File: config.mk
export PLATFORM = sky130hd
export DESIGN_NAME = blc_frame_min_tracker
export DESIGN_NICKNAME = d
export VERILOG_FILES = /design/src/rtl/blc_frame_min_tracker.sv
export SDC_FILE = /design/constraint.sdc
export NUM_CORES = 1
export LEC_CHECK = 0
export CELL_PAD_IN_SITES_DETAIL_PLACEMENT = 1
export CELL_PAD_IN_SITES_GLOBAL_PLACEMENT = 1
export CORE_ASPECT_RATIO = 1.2
export CORE_UTILIZATION = 41
export DETAILED_ROUTE_END_ITERATION = 6
export PLACE_DENSITY_LB_ADDON = 0.1
export SLEW_MARGIN = 20
export SYNTH_ARGS = -nofsm -noshare
export SYNTH_HDL_FRONTEND = slang
export SYNTH_SLANG_ARGS = --single-unit
File: constraint.sdc
create_clock -name clk -period 4.3 [get_ports clk]
set_clock_uncertainty 0.15 [all_clocks]
set_input_delay 0.86 -clock clk [delete_from_list [all_inputs] [get_ports clk]]
set_output_delay 0.86 -clock clk [all_outputs]
set_load 0.01 [all_outputs]
File: src/rtl/blc_frame_min_tracker.sv
// blc_frame_min_tracker: per-Bayer-channel running minimum and sample count per frame.
// Optional BLC_MIN_REJECT_ZERO_EN: zero-valued pixels are skipped for min/count.
module blc_frame_min_tracker #(
    parameter int DATA_WIDTH = 8,
    parameter int NUM_CH     = 4,
    parameter int CNT_WIDTH  = 24
) (
    input  logic                           clk,
    input  logic                           rst,
    input  logic                           in_valid,
    output logic                           in_ready,
    input  logic [DATA_WIDTH-1:0]          in_data,
    input  logic                           in_sof,
    input  logic                           in_eol,
    input  logic                           in_eof,
    output logic                           out_valid,
    input  logic                           out_ready,
    output logic [NUM_CH*DATA_WIDTH-1:0]   out_min,
    output logic [NUM_CH*CNT_WIDTH-1:0]    out_cnt,
    output logic [NUM_CH-1:0]              out_empty
);
    localparam int CH_W = NUM_CH > 1 ? $clog2(NUM_CH) : 1;
    typedef enum logic [1:0] {IDLE, ACC, DONE} state_t;
    state_t                state;
    logic                  row_par, col_par, cur_row, cur_col, accept;
    logic                  s1_valid, s1_sof, s1_eof, s1_use;
    logic [DATA_WIDTH-1:0] s1_data;
    logic [CH_W-1:0]       cur_ch, s1_ch;
    logic [DATA_WIDTH-1:0] mins [NUM_CH];
    logic [CNT_WIDTH-1:0]  cnts [NUM_CH];
    assign in_ready  = (state != DONE) && !(s1_valid && s1_eof);
    assign accept    = in_valid && in_ready;
    assign out_valid = (state == DONE);
    // sof restarts the parity raster so the first pixel is always ch0
    assign cur_row = in_sof ? 1'b0 : row_par;
    assign cur_col = in_sof ? 1'b0 : col_par;
    assign cur_ch  = (NUM_CH == 4) ? CH_W'({cur_row, cur_col}) :
                     (NUM_CH == 2) ? CH_W'(cur_col) : '0;
`ifdef BLC_MIN_REJECT_ZERO_EN
    assign s1_use = (s1_data != '0);
`else
    assign s1_use = 1'b1;
`endif
    always_ff @(posedge clk) begin
        if (rst) begin
            state    <= IDLE;
            row_par  <= 1'b0;
            col_par  <= 1'b0;
            s1_valid <= 1'b0;
            s1_data  <= '0;
            s1_ch    <= '0;
            s1_sof   <= 1'b0;
            s1_eof   <= 1'b0;
            for (int k = 0; k < NUM_CH; k++) begin
                mins[k] <= '1;
                cnts[k] <= '0;
            end
        end else begin
            if (accept) begin
                col_par <= in_eol ? 1'b0 : ~cur_col;
                row_par <= cur_row ^ in_eol;
            end
            s1_valid <= accept && (in_sof || state == ACC);
            s1_data  <= in_data;
            s1_ch    <= cur_ch;
            s1_sof   <= in_sof;
            s1_eof   <= in_eof;
            if (state == IDLE && accept && in_sof)
                state <= ACC;
            else if (state == ACC && s1_valid && s1_eof)
                state <= DONE;
            else if (state == DONE && out_ready)
                state <= IDLE;
            // sof wipes every channel; the sof pixel then lands as the first sample
            for (int k = 0; k < NUM_CH; k++) begin
                if (s1_valid && s1_sof) begin
                    mins[k] <= '1;
                    cnts[k] <= '0;
                end
                if (s1_valid && s1_use && CH_W'(k) == s1_ch) begin
                    mins[k] <= (s1_sof || s1_data < mins[k]) ? s1_data : mins[k];
                    cnts[k] <= s1_sof ? CNT_WIDTH'(1) : cnts[k] + CNT_WIDTH'(!(&cnts[k]));
                end
            end
        end
    end
    for (genvar g = 0; g < NUM_CH; g++) begin : g_pack
        assign out_min[(NUM_CH-1-g)*DATA_WIDTH +: DATA_WIDTH] = mins[g];
        assign out_cnt[(NUM_CH-1-g)*CNT_WIDTH +: CNT_WIDTH]   = cnts[g];
        assign out_empty[NUM_CH-1-g]                          = (cnts[g] == '0);
    end
endmodule

==> results.json, run 1 <==
{
  "outcome": "finished clean",
  "yosysWarnings": 0,
  "cp-endpoint": "cnts[0][64]",
  "die_w_um": 131,
  "die-height_um": 157,
  "yosysTopAreaCell": "edfxtp_1",
  "grt-ovfl-total": 0,
  "hp-class": "reg -> reg",
  "async_reset_ff_share_pct": 0,
  "grtUsageTotal_pct": 22.7,
  "crit_slowest_cell": "or4_1",
  "hold_buffers": 0,
  "tritoncts": "built",
  "dieArea_um2": 20600,
  "cts_max_path_buffers": 2,
  "critPathKind": "reg -> reg",
  "clock-sinks": 145,
  "slew-limit-headroom_pct": 27.7,
  "root_buffer": "clkbuf_16",
  "tightest_slew_ns": 1.07,
  "maxCapViolations": 0,
  "ys_seq_area_share_pct": 51.0,
  "hpwl_mm": 16.9,
  "synth.area.top_cells": "edfxtp_1, ha_1, dfxtp_1, xnor2_1, nor2_1",
  "min_period_over_period_pct": 77.5,
  "initial_utilization_pct": 41.9,
  "fmax_mhz": 300,
  "drv_slew": 0,
  "pwr-share-comb_pct": 7.8,
  "area_delta_synth_final_pct": 29.1,
  "num_rows": 56,
  "place_congestion": 0.838,
  "grt_start_max_net_pins": 26,
  "peakVddDrop_v": 0.000288,
  "critPathLaunch": "cnts[0][53]",
  "crit_required_ns": 4.28,
  "post-cts-setup-buffer-count": 0,
  "reg2reg_to": "cnts[0][64]",
  "syn_inst": 798,
  "timing.hold.ws_ns": 0.329,
  "ys_types": 47,
  "power_density_nw_per_um2": 325,
  "pwr-share-clk_pct": 43.4,
  "ant_nets": 0,
  "swShare_pct": 27.0,
  "final_area_um2": 10600,
  "end_kind": "flip-flop",
  "finalCriticalPeriod_ns": 3.33,
  "setup_viol": 0,
  "path_delay_family": "simple AND/OR/NAND/NOR gates",
  "viasPerCell": 5.65,
  "min-delay-start": "col_par",
  "netlist_area_um2": 8210,
  "vias": 6936,
  "core_um2": 19600,
  "worstPathMaxFanout": 10,
  "setup-tns-final_ns": 0,
  "path_cells": "nand3_2 -> or3_2 -> or4_1 -> ha_1 -> ha_1 -> nand4_1 -> or3_1 -> or3_1 -> a21oi_1",
  "p_sw_mw": 0.931,
  "nets": 1007,
  "synth-edff-count": 128,
  "startpoint_type": "flip-flop",
  "drt_iter0_drc": 333,
  "drc": 0,
  "numCtsBuffers": 17,
  "clkTransAtPathRegs_ns": 0.07,
  "pwr-share-seq_pct": 48.8,
  "cts_resized": 0,
  "htreeDepth": 4,
  "placed_cell_area_um2": 10000,
  "wl_per_cell_um": 18.8,
  "clock_latency_ns": 0.43,
  "antenna_found_initial": 0,
  "worst-path-stages": 9,
  "path_buf_inv": 0,
  "reg2reg_slack_ns": 0.97,
  "internal_power_mw": 2.51,
  "mappedNetlistNets": 852,
  "drive_gt1_share_pct": 7.56,
  "reg2regPathDepth": 9,
  "firstDrtPassIters": 4,
  "antenna_cells": 0,
  "worstReg2RegStart": "cnts[0][53]",
  "port_buffers": 148,
  "place_inst": 1195,
  "grt_pass1_wl_mm": 36.8,
  "max_stage_delay_ns": 0.58,
  "final_cells": 1227,
  "ys_seq_elements": 145,
  "worstPathArrival_ns": 3.32,
  "grt_pass1_vias": 7186,
  "synthFlopType": "edfxtp_1",
  "finalHoldViolCount": 0,
  "p_leak_nw": 3.82,
  "rsz0062_at_grt": "no",
  "postSynthAreaPerCell_um2": 10.3,
  "synth_top_area_share_pct": 46.8,
  "routed_wl_mm": 23.1,
  "io_pins": 149
}
flip-flops by register name, summed over array words and instances, names as in the netlist:
register	flops
row_par	1
s1_ch	2
state	2
s1_valid	1
s1_data	8
s1_sof	1
mins	32
s1_eof	1
cnts	96
col_par	1
logic make-up (layout without fill, tap and decap cells):
family                     Yosys count  in the layout  share of synthesized area [%]
DFF                                145            145                           51.0
and+or+nand+nor                    377            377                           25.7
adders and majority gates           39             39                           5.94
AOI/OAI and AO/OA                  111            111                           8.26
muxes                                4              4                          0.503
xor gates and xnor gates            47             47                           5.01
buffers and inverters               75            243                           3.64
per-stage QoR:
| stage | power (mW) | worst slack (ns) | util (%) |
|---|---|---|---|
| 2_1_floorplan | 1.81 | 0.715 | - |
| 3_3_place_gp | 1.97 | 0.790 | 51.0 |
| 3_5_place_dp | 1.98 | 0.680 | 51.0 |
| 4_1_cts | 3.48 | 0.976 | 54.0 |
| 5_1_grt | 3.56 | 0.791 | 54.0 |
| 6_report | 3.44 | 0.967 | 54.0 |
power by group through the flow:
stage	sequential (mW)	clock [mW]	combinational, mW
6_report	1.68	1.49	0.270
5_1_grt	1.69	1.58	0.293
4_1_cts	1.68	1.53	0.274
3_5_place_dp	1.71	0	0.271
3_3_place_gp	1.71	0	0.261
2_1_floorplan	1.70	0	0.114
layer usage:
metal,vias to the layer above,routed length [um],GRT usage [%]
met2,155,12400,43.7
met1,3454,9370,24.8
li1,3295,-,-
met5,-,0,0
met3,32,764,3.32
met4,0,527,9.47
layout by cell type (no fill, tap or decap), types with 5 or more instances in the layout:
cell             instances
a211o_1                 11
a21oi_1                 44
a31oi_1                  5
and2_1                   6
and3_1                  10
and4_1                  15
buf_4                   12
clkbuf_16               17
clkdlybuf4s50_1        148
dfxtp_1                 17
edfxtp_1               128
ha_1                    39
inv_1                   51
inv_8                    6
nand2_1                 47
nand2b_1                17
nand3_1                 31
nand4_1                 38
nor2_1                  74
nor2b_1                 10
nor3_1                  10
nor4_1                  37
o21ai_0                 23
o31ai_1                 16
or2_2                   20
or2b_1                   7
or3_1                   24
or4_1                   19
xnor2_1                 34
xor2_1                  13
cell usage after synthesis (2+ instances only):
cell	number
edfxtp_1	128
nor2_1	74
inv_1	51
nand2_1	47
a21oi_1	44
ha_1	39
nand4_1	38
nor4_1	37
xnor2_1	34
nand3_1	31
or3_1	24
o21ai_0	23
or2_2	20
or4_1	19
dfxtp_1	17
nand2b_1	17
o31ai_1	16
and4_1	15
clkbuf_1	14
xor2_1	13
a211o_1	11
and3_1	10
nor2b_1	10
nor3_1	10
buf_2	7
or2b_1	7
and2_1	6
a31oi_1	5
a21boi_0	4
o21a_1	4
mux2i_1	3
a31o_2	2
nand3_2	2
nor4bb_1	2
or3_2	2
worst register-to-register path: stages (launching register included):
cell	delay (ns)
edfxtp_1	0.48
nand3_2	0.21
or3_2	0.47
or4_1	0.58
ha_1	0.23
ha_1	0.23
nand4_1	0.22
or3_1	0.27
or3_1	0.14
a21oi_1	0.07
worst min-delay path by stage:
| stage | to | slack [ns] | cells after the start |
|---|---|---|---|
| after floorplan | col_par | 0.30 | 2 |
| after global placement | col_par | 0.31 | 2 |
| after detailed placement | col_par | 0.32 | 2 |
| after CTS | col_par | 0.33 | 2 |
| after global routing | col_par | 0.36 | 2 |
| final | col_par | 0.33 | 2 |
cell type report:
class	instances	area, um2
inverters	51	191
well taps	261	327
clock inverters	15	176
fillers	2136	9010
clock buffers	17	425
repair buffers	160	1570
multi-input cells	578	3730
flip-flops and latches	145	4180
No activity file was read; power rests on OpenSTA's default activity.
==> run 2: changes to the inputs <==
- clock period: 4.3 -> 3.1 ns (I/O delays scaled with it)
==> run 2 against run 1 <==
Net effect: via count grew 5.2%; total power grew 40%; sequential share of layout area shrank 2.1 points; highest routed layer unchanged; sequential cell count is the same; critical endpoint is now out_empty[2]; utilization grew 3.1 points; wire length grew 7.0%.
==> results.json, run 2 (synthesis gave the netlist of run 1 again) <==
{
  "outcome": "finished clean",
  "drt_iter0_drc": 259,
  "grtUsageTotal_pct": 24.1,
  "p_sw_mw": 1.24,
  "antenna_found_initial": 0,
  "fmax_mhz": 335,
  "worstPathMaxFanout": 9,
  "finalHoldViolCount": 0,
  "initial_utilization_pct": 41.9,
  "pwr-share-seq_pct": 47.4,
  "root_buffer": "clkbuf_16",
  "swShare_pct": 25.7,
  "area_delta_synth_final_pct": 36.6,
  "final_common_cell": "clkdlybuf4s50_1",
  "grt-ovfl-total": 0,
  "largest_register_ffs": 96,
  "peakVddDrop_v": 0.000415,
  "final_area_um2": 11200,
  "antenna_cells": 0,
  "largest_register": "cnts",
  "clock-sinks": 145,
  "hpwl_mm": 18.1,
  "num_rows": 56,
  "pwr-share-comb_pct": 10.0,
  "power_density_nw_per_um2": 431,
  "numCtsBuffers": 17,
  "worstPathArrival_ns": 2.21,
  "min_period_over_period_pct": 96.3,
  "drv_slew": 0,
  "setup_viol": 0,
  "end_kind": "primary output",
  "clock_latency_ns": 0.43,
  "final_util_pct": 57.2,
  "startpoint_type": "flip-flop",
  "hold_buffers": 0,
  "tritoncts": "built",
  "critPathKind": "reg -> out",
  "tightest_slew_ns": 0.736,
  "nets": 1085,
  "core_um2": 19600,
  "p_leak_nw": 4.20,
  "dieArea_um2": 20600,
  "cts_max_path_buffers": 2,
  "top_regs": "cnts x96, mins x32, s1_data x8",
  "viasPerCell": 5.59,
  "pwr-share-clk_pct": 42.6,
  "grt_start_max_net_pins": 25,
  "slew-limit-headroom_pct": 50.9,
  "internal_power_mw": 3.59,
  "setup-tns-final_ns": 0,
  "timing.hold.ws_ns": 0.334,
  "io_pins": 149,
  "firstDrtPassIters": 4,
  "total_power_mw": 4.83,
  "port_buffers": 148,
  "grt_pass1_wl_mm": 39.3,
  "drive_gt1_share_pct": 15.3,
  "maxCapViolations": 0,
  "finalCriticalPeriod_ns": 2.98,
  "htreeDepth": 4,
  "vias": 7296,
  "die-height_um": 157,
  "wl_per_cell_um": 18.9,
  "hp-class": "reg -> reg",
  "drc": 0,
  "ant_nets": 0,
  "place_congestion": 0.879,
  "die_w_um": 131,
  "clkTransAtPathRegs_ns": 0.06,
  "crit_required_ns": 2.33,
  "placed_cell_area_um2": 10500,
  "most-common-layout-cells": "clkdlybuf4s50_1, edfxtp_1, buf_4, nor2_1, inv_1",
  "grt_pass1_vias": 7654,
  "routed_wl_mm": 24.7
}
run 2: final cells by class:
cell class | count | area [um2]
clock buffer | 19 | 475
clock inverter | 13 | 110
fill | 2146 | 8400
inverter | 51 | 191
multi-input combinational | 578 | 3770
sequential | 145 | 4180
tap | 261 | 327
timing repair buffer | 238 | 2160
run 2: what timing repair did:
item / CTS / global route
gates resized for setup: 0 / 8
setup endpoints to repair: 0 / 15
buffers inserted: 0 / 7
run 2: worst max-delay path, cell delays in order (launching register included):
cell             delay (ns)
edfxtp_1               0.54
nor4_2                 0.37
nand4_1                0.20
nor2_1                 0.15
clkdlybuf4s50_1        0.54
run 2: final timing paths:
check / from / end / slack [ns] / depth (start not counted)
worst max-delay path: cnts[0][25] / out_empty[2] / 0.12 / 4
worst min register to register: col_par / col_par / 0.33 / 2
worst max register to register: cnts[0][52] / cnts[0][58] / 0.13 / 10
worst min-delay path: col_par / col_par / 0.33 / 2
run 2: routing by layer:
layer	track usage [%]	vias up	part of all wire (%)
met5	0	-	0
li1	-	3450	-
met1	27.2	3640	41
met3	3.41	45	2.8
met2	45.5	161	54
met4	10.1	0	2.4
run 2: power by group through the flow:
| stage | clock network [mW] | logic, mW | registers [mW] |
|---|---|---|---|
| 2_1_floorplan | 0 | 0.158 | 2.35 |
| 6_report | 2.06 | 0.484 | 2.29 |
| 3_3_place_gp | 0 | 0.460 | 2.32 |
| 3_5_place_dp | 0 | 0.475 | 2.33 |
| 4_1_cts | 2.09 | 0.480 | 2.29 |
| 5_1_grt | 2.16 | 0.523 | 2.30 |
run 2: per-stage QoR:
stage	std cells	setup slack, ns
finish	1305	0.116
global route	1305	-0.00624
CTS	1298	0.0144
detailed placement	1266	0.0601
global placement	1266	0.217
floorplan	798	0.00947
